[src/rtl/snowbro2_gfx_arbiter.sv]
// Round-robin arbiter sharing one SDRAM bank read port among the four graphics ROM
// slots (GFX, SCR0..2). It keeps a one-entry tag/data cache per slot.
module snowbro2_gfx_arbiter #(
    parameter logic [21:0] SCR0_OFFSET = 22'h000000,
    parameter logic [21:0] SCR1_OFFSET = 22'h000000,
    parameter logic [21:0] SCR2_OFFSET = 22'h000000,
    parameter logic [21:0] OBJ_OFFSET  = 22'h000000
) (
    input  logic         CLK,
    input  logic         RESET_N,
    input  logic [3:0]   REQ_CS,
    input  logic [87:0]  REQ_ADDR,
    output logic [3:0]   REQ_OK,
    output logic [127:0] REQ_DOUT,
    output logic [21:0]  BA_ADDR,
    output logic         BA_RD,
    input  logic         BA_ACK,
    input  logic         BA_DOK,
    input  logic         BA_RDY,
    input  logic [15:0]  DATA_READ
);

    typedef enum logic [1:0] {
        ST_IDLE = 2'd0,
        ST_REQ  = 2'd1,
        ST_DATA = 2'd2
    } state_e;

    function automatic logic [21:0] slot_offset(input logic [1:0] slot);
        logic [21:0] off;
        case (slot)
            2'd0:    off = OBJ_OFFSET;
            2'd1:    off = SCR0_OFFSET;
            2'd2:    off = SCR1_OFFSET;
            2'd3:    off = SCR2_OFFSET;
            default: off = 22'h000000;
        endcase
        return off;
    endfunction

    state_e            state_q, state_d;
    logic [1:0]        ptr_q, ptr_d;
    logic [1:0]        gnt_q, gnt_d;
    logic [21:0]       gaddr_q, gaddr_d;
    logic              wcnt_q, wcnt_d;
    logic [15:0]       lo_q, lo_d;
    logic [21:0]       ba_addr_q, ba_addr_d;
    logic              ba_rd_q, ba_rd_d;
    logic [3:0]        valid_q, valid_d;
    logic [3:0][21:0]  tag_q, tag_d;
    logic [3:0][31:0]  data_q, data_d;
    logic [3:0]        ok_q, ok_d;

    logic [3:0][21:0]  addr_s;
    logic [3:0]        hit_s;
    logic [3:0]        pending_s;
    logic              found_s;
    logic [1:0]        pick_s;
    logic              fill_s;
    logic [31:0]       fill_data_s;

    // Cache lookup and pending detection; the in-flight slot is not pending for its own address
    always_comb begin
        addr_s    = '0;
        hit_s     = 4'b0000;
        pending_s = 4'b0000;
        for (int n = 0; n < 4; n++) begin
            addr_s[n]    = REQ_ADDR[22*n +: 22];
            hit_s[n]     = valid_q[n] && (tag_q[n] == addr_s[n]);
            pending_s[n] = REQ_CS[n] && !hit_s[n] &&
                           !((state_q != ST_IDLE) && (gnt_q == 2'(n)) && (gaddr_q == addr_s[n]));
        end
    end

    // First pending slot at or after the round-robin pointer
    always_comb begin
        found_s = 1'b0;
        pick_s  = 2'd0;
        for (int i = 0; i < 4; i++) begin
            if (!found_s && pending_s[ptr_q + 2'(i)]) begin
                found_s = 1'b1;
                pick_s  = ptr_q + 2'(i);
            end else begin
                found_s = found_s;
            end
        end
    end

    // Fetch FSM next-state and bank-side outputs
    always_comb begin
        state_d     = state_q;
        ptr_d       = ptr_q;
        gnt_d       = gnt_q;
        gaddr_d     = gaddr_q;
        wcnt_d      = wcnt_q;
        lo_d        = lo_q;
        ba_addr_d   = ba_addr_q;
        ba_rd_d     = ba_rd_q;
        fill_s      = 1'b0;
        fill_data_s = 32'h0000_0000;
        case (state_q)
            ST_IDLE: begin
                if (found_s) begin
                    gnt_d     = pick_s;
                    gaddr_d   = addr_s[pick_s];
                    ba_addr_d = addr_s[pick_s] + slot_offset(pick_s);
                    ba_rd_d   = 1'b1;
                    state_d   = ST_REQ;
                end else begin
                    state_d   = ST_IDLE;
                end
            end
            ST_REQ: begin
                if (BA_ACK) begin
                    ba_rd_d = 1'b0;
                    wcnt_d  = 1'b0;
                    state_d = ST_DATA;
                end else begin
                    state_d = ST_REQ;
                end
            end
            ST_DATA: begin
                if (BA_DOK) begin
                    if (wcnt_q) begin
                        fill_s      = 1'b1;
                        fill_data_s = {DATA_READ, lo_q};
                    end else if (BA_RDY) begin
                        // Early end of burst: keep the lower half, zero the upper half
                        fill_s      = 1'b1;
                        fill_data_s = {16'h0000, DATA_READ};
                    end else begin
                        lo_d   = DATA_READ;
                        wcnt_d = 1'b1;
                    end
                end else begin
                    fill_s = 1'b0;
                end
                if (fill_s) begin
                    ptr_d   = gnt_q + 2'd1;
                    state_d = ST_IDLE;
                end else begin
                    state_d = ST_DATA;
                end
            end
            default: begin
                ba_rd_d = 1'b0;
                state_d = ST_IDLE;
            end
        endcase
    end

    // Cache fill and registered per-slot data-valid, with bypass on the fill cycle
    always_comb begin
        valid_d = valid_q;
        tag_d   = tag_q;
        data_d  = data_q;
        ok_d    = 4'b0000;
        if (fill_s) begin
            valid_d[gnt_q] = 1'b1;
            tag_d[gnt_q]   = gaddr_q;
            data_d[gnt_q]  = fill_data_s;
        end else begin
            valid_d = valid_q;
        end
        for (int n = 0; n < 4; n++) begin
            ok_d[n] = REQ_CS[n] &&
                      (hit_s[n] || (fill_s && (gnt_q == 2'(n)) && (gaddr_q == addr_s[n])));
        end
    end

    // State and cache registers
    always_ff @(posedge CLK or negedge RESET_N) begin
        if (!RESET_N) begin
            state_q   <= ST_IDLE;
            ptr_q     <= 2'd0;
            gnt_q     <= 2'd0;
            gaddr_q   <= 22'h000000;
            wcnt_q    <= 1'b0;
            lo_q      <= 16'h0000;
            ba_addr_q <= 22'h000000;
            ba_rd_q   <= 1'b0;
            valid_q   <= 4'b0000;
            tag_q     <= '0;
            data_q    <= '0;
            ok_q      <= 4'b0000;
        end else begin
            state_q   <= state_d;
            ptr_q     <= ptr_d;
            gnt_q     <= gnt_d;
            gaddr_q   <= gaddr_d;
            wcnt_q    <= wcnt_d;
            lo_q      <= lo_d;
            ba_addr_q <= ba_addr_d;
            ba_rd_q   <= ba_rd_d;
            valid_q   <= valid_d;
            tag_q     <= tag_d;
            data_q    <= data_d;
            ok_q      <= ok_d;
        end
    end

    assign REQ_OK   = ok_q;
    assign REQ_DOUT = data_q;
    assign BA_ADDR  = ba_addr_q;
    assign BA_RD    = ba_rd_q;

endmodule
[config.mk]
export PLATFORM = sky130hd
export DESIGN_NAME = snowbro2_gfx_arbiter
export DESIGN_NICKNAME = d
export VERILOG_FILES = /design/src/rtl/snowbro2_gfx_arbiter.sv
export SDC_FILE = /design/constraint.sdc
export NUM_CORES = 1
export LEC_CHECK = 0
export ABC_AREA = 1
export CAP_MARGIN = 5
export CORE_MARGIN = 5
export CORE_UTILIZATION = 48
export CTS_CLUSTER_DIAMETER = 100
export DETAILED_ROUTE_END_ITERATION = 7
export GPL_TIMING_DRIVEN = 1
export PLACE_DENSITY = 0.81
export SLEW_MARGIN = 10
export SYNTH_ARGS = -nofsm -noshare
export SYNTH_HDL_FRONTEND = slang
export SYNTH_SLANG_ARGS = --single-unit
[constraint.sdc]
create_clock -name CLK -period 2.25 [get_ports CLK]
set_input_delay 0.225 -clock CLK [delete_from_list [all_inputs] [get_ports CLK]]
set_output_delay 0.225 -clock CLK [all_outputs]
set_load 0.05 [all_outputs]
# == After elaboration in Yosys (flattened, before gate mapping) ==
# Cells that the tools add are included.
# totals
in_bits,113
output_inout_bits,155
word_cells,164
regBits,292
# op_classes
n_bitwise,4
mux,49
n_addsub,5
n_lt_le_gt_ge,7
n_eq_ne,19
reduce_logical,62
# ops
cell,n
$eq A22 B22 Y1,8
$bwmux W128,1
$mux W32,4
$mux W22,5
$bwmux W88,1
$demux W32 S2,1
$bmux W22 S2,1
$demux W22 S2,1
$logic_and A1 B1 Y1,36
$add A22 B22 Y22,1
$mux W1,20
$lt A2 B3 Y1 const B,6
$mux W16,1
$mux W2,6
$logic_not A1 Y1,11
$eq A2 B2 Y1 const B,5
$bmux W1 S2,4
$eq A2 B1 Y1 const B,3
$logic_not A2 Y1,3
$ne A2 B2 Y1 const B,3
$pmux W2 S3,1
$reduce_and A3 Y1,2
$add A2 B1 Y2 const B,2
$add A2 B2 Y2 const B,2
other kinds (11),18

# == Depth between registers and ports, before layout ==
# Gate-level depths: netlist of the first run.
# depth
ltp_word,23
mapped_depth,23
ltp_nobuf,22

# == Worst setup path before layout of the first run ==
# Ideal clock, no wire load.
# synth_path
path_type,reg2reg
from,register gaddr_q[7]
to,register gaddr_q[0]
arrival_ps,2393
stages_incl_launch_ff,22
path_slack_ps,-260
synth_period_minus_slack_ps,2510
required_ps,2133
n_path_buf,2
setup_time_ps,117
cell_sequence,dfrtp_1 > buf_4 > inv_2 > nand2_1 > nand2_1 > nor2_1 > nand2_1 > nor2_2 > nand4_1 > nand3_1 > nand2_1 > nor2_2 > nand3_2 > nand3_4 > nand2_4 > buf_6 > nand2_1 > nand2_1 > nand2_1 > nand2_1 > nand2_1 > nand2_1
# synth_between
elab_chain_len,18
word_cells_on_any_way,41
cone_classes,4 x eq/ne; 18 x mux; 19 x reduce/logical
# synth_lines
element,line,text
"start, declared",44,"logic [21:0] gaddr_q, gaddr_d;"
"start signal, assigned",190,gaddr_q <= gaddr_d;
$eq A22 B22 Y1,71,!((state_q != ST_IDLE) && (gnt_q == 2'(n)) && (gaddr_q == addr_s[n]));
$logic_and A1 B1 Y1,71,
$logic_not A1 Y1,71,
$logic_and A1 B1 Y1,70,pending_s[n] = REQ_CS[n] && !hit_s[n] &&
$bmux W1 S2,80,if (!found_s && pending_s[ptr_q + 2'(i)]) begin
$mux W1 (not written as such),80,
$mux W1,80,
$logic_not A1 Y1,80,
[2 not listed],n/a,
$logic_not A1 Y1,80,
$logic_and A1 B1 Y1,80,
$mux W1,80,
$logic_not A1 Y1,80,
$logic_and A1 B1 Y1,80,
$mux W2,80,
$bmux W22 S2,105,gaddr_d = addr_s[pick_s];
$mux W22 (not written as such),105,
# Several ways; a longest one is shown, not always the timed one. The select of a mux whose other input is x is not followed.
# A chain may end at the register's enable or synchronous reset.

# == Worst setup path after layout of the first run ==
# layout_path
from,register gaddr_q[3]
to,register gaddr_q[7]
# The elaborated chain is that of the path after synthesis.

==> metrics.txt, run 1 <==
GRT Util Overall=0.3306; crit path max-delay cell type=dfrtp_2; Worst-Margin Slew=0.5951 ns; via count=16.25k; root buf cell=clkbuf_16; max incr delay on CP=0.41 ns; DRC violations left=0; Clk Latency, worst-skew pair=between 0.5 and 0.6 ns; number of port buffers=~270; minimum clock period=2.769 ns; worst clock skew=between 0.01 and 0.015 ns; CTS Sinks=270; CTS tree=done; clock transition at the registers of the reported paths=0.06 ns; critical path endpoint category=flip-flop; RePlAce Congestion=0.9880; WL per Instance=19.05 um; min-delay worst type=in -> async; First DRT Iteration DRCs=between 1.5k and 2k; leakage=11.50 nW; most frequent cells in the layout=nand2_1 (1029), buf_4 (273), clkdlybuf4s50_1 (259); WS Path Type=reg -> reg; final hold violation count=0; violated checks=negative setup slack; most common cell after layout, fill and taps aside=nand2_1; CP max FO=12; Distinct cells, synth=29; starting density of the core=0.4885; Post-Syn Nets=2228; Setup crit start kind=flip-flop; Filler cells=2305; most used cell, CP=nand2_1; via/cell ratio=around 5.3; nets@finish=2753; vias in the first global route=16.13k; status=complete, but fails checks; Pwr per Cell Area=1311 mW/mm^2; initial antenna violation count=3; Placement Setup Slack=-0.8038 ns; Slew HR=0.6020; final worst slack=-0.5186 ns; Worst VDD drop=0.8969 mV; full die area=0.03390 mm^2; Total Wirelength=58130 um; H-Tree Depth=1; CTS buffer count=30; Setup violations, final=27; register area share after synthesis=0.4642; global-route wire length before repair=88440 um; largest net degree at the start of global routing=79; YS warnings=0; Post-Syn Instances=roughly 2.1k; post-route ant nets=0; Final HPWL DP=42000 um; Die Wd=184.1 um; Req. time, crit path=about 2.7 ns; Mapped Area=0.01455 mm^2; mean cell area of the mapped netlist=~6.9 um^2; period utilization=1.230; P&R area growth vs syn=47.86%; flops & latches, synth=270; Die Y=184.1 um; maximum clock frequency=361.2 MHz; FP Rows=63; CP Cell Sequence=buf_4 > inv_2 > nand2_1 > nand2_1 > nor2_1 > nand2_1 > nor2_4 > nand4_1 > nand3_2 > nand3_2 > nand2_4 > buf_4 > nand3_2 > nand3_4 > nand2_4 > clkbuf_16 > nand2_1 > nand2_1 > nand2_2 > nand2_1 > nand2_1 > nand2_1; CP arrival=3.23 ns; grt total ovfl=0; Core Area=0.02980 mm^2; setup_tns=-11.50 ns; max cap viols=0; drt first pass iters=6; unrepaired setup endpoints after global routing=yes; share of cells above drive strength 1=0.1902; Slew Viols, Final=0; I/O pin count=268; Clock Path Buffers=3
[power by group]
group	total (mW)	switching (mW)	internal, mW
clock network	5.41	2.19	3.22
registers	7.52	1.24	6.29
logic	15.3	8.79	6.50
[path summary, 6_finish.rpt]
check	start	end	slack (ns)	cells past startpoint
max in group asynchronous	RESET_N	gaddr_q[5]	1.32	3
setup reg to reg	gaddr_q[3]	gaddr_q[7]	-0.52	22
min in group CLK	DATA_READ[15]	lo_q[15]	0.26	3
setup / recovery	gaddr_q[3]	gaddr_q[7]	-0.52	22
hold reg to reg	REQ_DOUT[64]	REQ_DOUT[64]	0.47	2
hold / removal	RESET_N	tag_q[51]	0.14	2
[metrics by stage]
| step | std cells | power, mW | hold slack [ns] | cell area (um^2) | util |
|---|---|---|---|---|---|
| global route | 3051 | 29.78 | 0.1666 | 21520 | 0.7222 |
| global placement | 2959 | 20.08 | 0.1447 | 19630 | 0.6587 |
| CTS | 3035 | 26.54 | 0.1565 | 21070 | 0.7071 |
| floorplan | 2111 | 15.06 | -0.07059 | 14660 | - |
| detailed placement | 2959 | 20.37 | 0.1475 | 19630 | 0.6587 |
| finish | 3051 | 28.21 | 0.1393 | 21520 | 0.7222 |
[per-layer routing]
layer  GRT usage  wire [um]  vias up
li1            -          -     7445
met1      0.4265      21840     7660
met2      0.5424      27060      930
met3     0.07361       6022      207
met4      0.1355       3184        4
met5           0         25        -
[cells by family after synthesis]
family / after synthesis / synth area share
AO/OA/AOI/OAI: 147 / 0.05167
XOR/XNOR: 52 / 0.03129
adder cells (fa/ha/maj): 4 / 0.003439
buffers and inverters: 300 / 0.08735
flip-flops: 270 / 0.4642
AND/OR/NAND/NOR: 1338 / 0.3620
[flip-flops by register name (all words and copies together) (netlist names)]
| register | flops |
|---|---|
| gaddr_q | 22 |
| REQ_DOUT | 128 |
| gnt_q | 2 |
| wcnt_q | 1 |
| ptr_q | 2 |
| BA_RD | 1 |
| REQ_OK | 4 |
| state_q | 2 |
| tag_q | 88 |
| valid_q | 4 |
| lo_q | 16 |
[cell usage after synthesis]
cell | count | area, um^2
nand3_2 | 1 | 10.01
nor2_2 | 4 | 25.02
clkbuf_1 | 51 | 191.4
nand4_1 | 15 | 93.84
o22ai_1 | 1 | 6.260
inv_2 | 15 | 56.30
xnor2_1 | 13 | 113.9
or2_2 | 4 | 25.02
nand2_1 | 1061 | 3983
buf_2 | 20 | 100.1
ha_1 | 4 | 50.05
nand3_4 | 2 | 35.03
nor2_1 | 137 | 514.2
nor3_1 | 1 | 5.000
clkinv_1 | 3 | 11.26
a21boi_0 | 4 | 30.03
o31ai_1 | 1 | 7.510
inv_1 | 186 | 698.2
nand2_2 | 5 | 31.28
dfrtp_1 | 270 | 6756
nand3_1 | 107 | 535.5
nand2_4 | 1 | 11.26
xor2_1 | 39 | 341.6
o21bai_1 | 1 | 7.510
buf_6 | 8 | 90.09
buf_4 | 16 | 120.1
o21ai_0 | 136 | 680.7
a21oi_1 | 4 | 20.02
buf_1 | 1 | 3.750
[area by class of cell]
class	count	area, um^2	area share
clock buffer	35	789.5	0.03669
multi-input combinational	1541	6868	0.3191
antenna	1	2.502	0.0001163
inverter	204	778.2	0.03616
tap	390	488.0	0.02268
clock inverter	21	295.3	0.01372
timing repair buffer	589	5514	0.2562
sequential	270	6784	0.3153
[worst max-delay path, delay by kind of cell, from the launching register on]
kind,cells,cell delay [ns]
buf+inv,4,0.50
flops,1,0.41
simple gates,18,1.77
[timing repair]
item	4_1_cts	5_1_grt
hold endpoints to repair	100	0
pin swaps	15	24
cloned	1	5
resized for setup	57	74
buffers inserted	18	11
endpoints found under the setup margin	31	63
hold buffers	1	0
(Power assumes the default switching activity.)
==> inputs of run 2 (changes only) <==
--- a/config.mk
+++ b/config.mk
@@ -8,11 +8,11 @@
 export ABC_AREA = 1
 export CAP_MARGIN = 5
 export CORE_MARGIN = 5
-export CORE_UTILIZATION = 48
-export CTS_CLUSTER_DIAMETER = 100
+export CORE_UTILIZATION = 57
+export CTS_CLUSTER_DIAMETER = 200
 export DETAILED_ROUTE_END_ITERATION = 7
 export GPL_TIMING_DRIVEN = 1
-export PLACE_DENSITY = 0.81
+export PLACE_DENSITY = 0.86
 export SLEW_MARGIN = 10
 export SYNTH_ARGS = -nofsm -noshare
 export SYNTH_HDL_FRONTEND = slang
==> constraint.sdc (replaced) <==
create_clock -name CLK -period 3.25 [get_ports CLK]
set_input_delay 0.325 -clock CLK [delete_from_list [all_inputs] [get_ports CLK]]
set_output_delay 0.325 -clock CLK [all_outputs]
set_load 0.05 [all_outputs]
==> run 2 against run 1 <==
Cell count down 11%; sequential share of layout area rose by 4.4 points; the flow now finishes without violations; non-clock buffer count decreased by 274; worst setup slack improved by 0.74 ns; largest cell class is now registers; wire length is 6.8% lower; largest power group unchanged.
==> metrics.txt, run 2 (synthesis gave the netlist of run 1 again) <==
status=complete, no violations (was complete, but fails checks); worst clock skew=0.02094 ns (was 0.01167 ns); grt total ovfl=0 (unchanged); initial antenna violation count=1 (was 3); hold_buf cts=1 (unchanged); CP Cell Sequence=xor2_1 > nor2_1 > nand2_1 > nor2_1 > nand4_1 > nand3_1 > nand2_1 > nor2_2 > nand3_2 > nand3_4 > buf_12 > nand3_1 > nand3_1 > nand2_1 > nand2_1 > nand2_1 (was buf_4 > inv_2 > nand2_1 > nand2_1 > nor2_1 > nand2_1 > nor2_4 > nand4_1 > nand3_2 > nand3_2 > nand2_4 > buf_4 > nand3_2 > nand3_4 > nand2_4 > clkbuf_16 > nand2_1 > nand2_1 > nand2_2 > nand2_1 > nand2_1 > nand2_1); most common cell after layout, fill and taps aside=nand2_1 (unchanged); Clock Path Buffers=3 (unchanged); RePlAce Congestion=1.001 (was 0.9880); R2R Setup Slk=0.23 ns (was -0.52 ns); via count=15.06k (was 16.25k); CTS tree=done (unchanged); leakage=10.01 nW (was 11.50 nW); via/cell ratio=5.541 (was 5.325); WL per Instance=19.94 um (was 19.05 um); worst r2r src=gaddr_q[12] (was gaddr_q[3]); full die area=0.02883 mm^2 (was 0.03390 mm^2); root buf cell=clkbuf_16 (unchanged); dpl cell area=0.01767 mm^2 (was 0.01963 mm^2); final hold violation count=0 (unchanged); CP max FO=44 (was 12); H-Tree Depth=1 (unchanged); number of port buffers=267 (unchanged); clock transition at the registers of the reported paths=0.06 ns (about the same); PostCTS Resize Cnt=0 (was 57); Core Area=0.02518 mm^2 (was 0.02980 mm^2); Crit path buffers/inverters=1 (was 4); starting density of the core=0.5780 (was 0.4885); post-CTS setup buffers=0 (was 18); Slew HR=0.3882 (was 0.6020); nets@finish=2479 (was 2753); CTS Sinks=270 (unchanged); P&R area growth vs syn=29.07% (was 47.86%); vias in the first global route=14.91k (was 16.13k); reg2reg end=gaddr_q[11] (was gaddr_q[7]); minimum clock period=3.024 ns (was 2.769 ns); I/O pin count=268 (unchanged); Total Wirelength=54180 um (was 58130 um); Setup crit start kind=flip-flop (unchanged); CP arrival=3.47 ns (was 3.23 ns); Slew Viols, Final=0 (unchanged); max incr delay on CP=0.77 ns (was 0.41 ns); Die Wd=169.8 um (was 184.1 um); maximum clock frequency=330.6 MHz (was 361.2 MHz); Req. time, crit path=3.70 ns (was 2.72 ns); most frequent cells in the layout=nand2_1 (1061), dfrtp_1 (270), clkdlybuf4s50_1 (266) (was nand2_1 (1029), buf_4 (273), clkdlybuf4s50_1 (259)); FP Rows=58 (was 63); Pwr per Cell Area=903.6 mW/mm^2 (was 1311 mW/mm^2); post-layout instance area=0.01878 mm^2 (was 0.02152 mm^2); WHS=0.3107 ns (was 0.1393 ns); max reg flops=128 (unchanged); Die Y=169.8 um (was 184.1 um); Worst VDD drop=0.8984 mV (was 0.8969 mV); max cap viols=0 (unchanged); final worst slack=0.2256 ns (was -0.5186 ns); period utilization=0.9306 (was 1.230); overall power=16.97 mW (was 28.21 mW); Worst-Margin Slew=0.9155 ns (was 0.5951 ns); Final HPWL DP=39100 um (was 42000 um); drt first pass iters=7 (was 6); largest net degree at the start of global routing=76 (was 79); worst r2r path cells=16 (was 22); GRT Util Overall=0.3707 (was 0.3306); DRC violations left=0 (unchanged); unrepaired setup endpoints after global routing=no (was yes); global-route wire length before repair=83700 um (was 88440 um); Clk Latency, worst-skew pair=0.56 ns (was 0.58 ns); CTS buffer count=30 (unchanged); First DRT Iteration DRCs=1722 (was 1528); post-route ant nets=0 (unchanged); min-delay worst type=in -> async (unchanged); Placement Setup Slack=-0.05357 ns (was -0.8038 ns); share of cells above drive strength 1=0.05742 (was 0.1902); WS Path Type=reg -> reg (unchanged); most used cell, CP=nand2_1 (unchanged); Setup violations, final=0 (was 27); critical path endpoint category=flip-flop (unchanged); crit path max-delay cell type=dfrtp_1 (was dfrtp_2); Crit path max-delay family=simple AND/OR/NAND/NOR gates (unchanged)
[run 2: cell types whose count changed in the layout (fill, tap and decap cells not counted), moves of 13 or more]
| cell | change |
|---|---|
| nand2_2 | -25 |
| dfrtp_2 | -22 |
| buf_4 | -238 |
| buf_6 | -24 |
| nand2_1 | +32 |
| nand3_1 | +19 |
| nand3_2 | -18 |
| dfrtp_1 | +22 |
| nor2_1 | +13 |
[run 2: how the worst max path moves through the flow]
| stage | startpoint | to | cells after the start |
|---|---|---|---|
| after floorplan | gaddr_q[7] | gaddr_q[0] | 21 |
| after global placement | REQ_ADDR[17] | gaddr_q[9] | 19 |
| after detailed placement | REQ_ADDR[17] | gaddr_q[9] | 19 |
| after CTS | gaddr_q[12] | gaddr_q[9] | 16 |
| after global routing | gaddr_q[16] | gaddr_q[11] | 19 |
| final | gaddr_q[12] | gaddr_q[11] | 16 |
[run 2: final cells by class]
class	instances	area, um^2
clock inverters	15	216.5
fillers	1933	6397
well taps	330	412.9
repair buffers	315	3191
diodes	1	2.502
multi-input cells	1541	6556
inverters	204	765.7
clock buffers	41	883.3
flip-flops and latches	270	6756
[run 2: worst register-to-register path, delay by kind of cell (launching register included)]
family                    cells  cell delay, ns
and+or+nand+nor              14            1.77
DFF                           1            0.77
buffers and inverters         1            0.25
xor gates and xnor gates      1            0.14
[run 2: where the power goes]
group	switching [mW]	internal (mW)	leakage, nW
clock network	1.45	2.30	0.539
registers	0.949	4.32	3.49
logic	5.28	2.67	5.98
[run 2: metrics by stage]
stage | TNS [ns] | util | instances
global placement | -0.1495 | 0.7018 | 2659
CTS | 0 | 0.7459 | 2716
detailed placement | -0.1346 | 0.7018 | 2659
global route | 0 | 0.7460 | 2717
floorplan | 0 | - | 2111
finish | 0 | 0.7460 | 2717
[run 2: metal layers]
layer | up-vias | global-route usage | part of all wire
met5 | - | 0 | 0
met1 | 7105 | 0.4887 | 0.39
met2 | 905 | 0.5964 | 0.46
met3 | 166 | 0.08526 | 0.11
li1 | 6880 | - | -
met4 | 0 | 0.1502 | 0.046
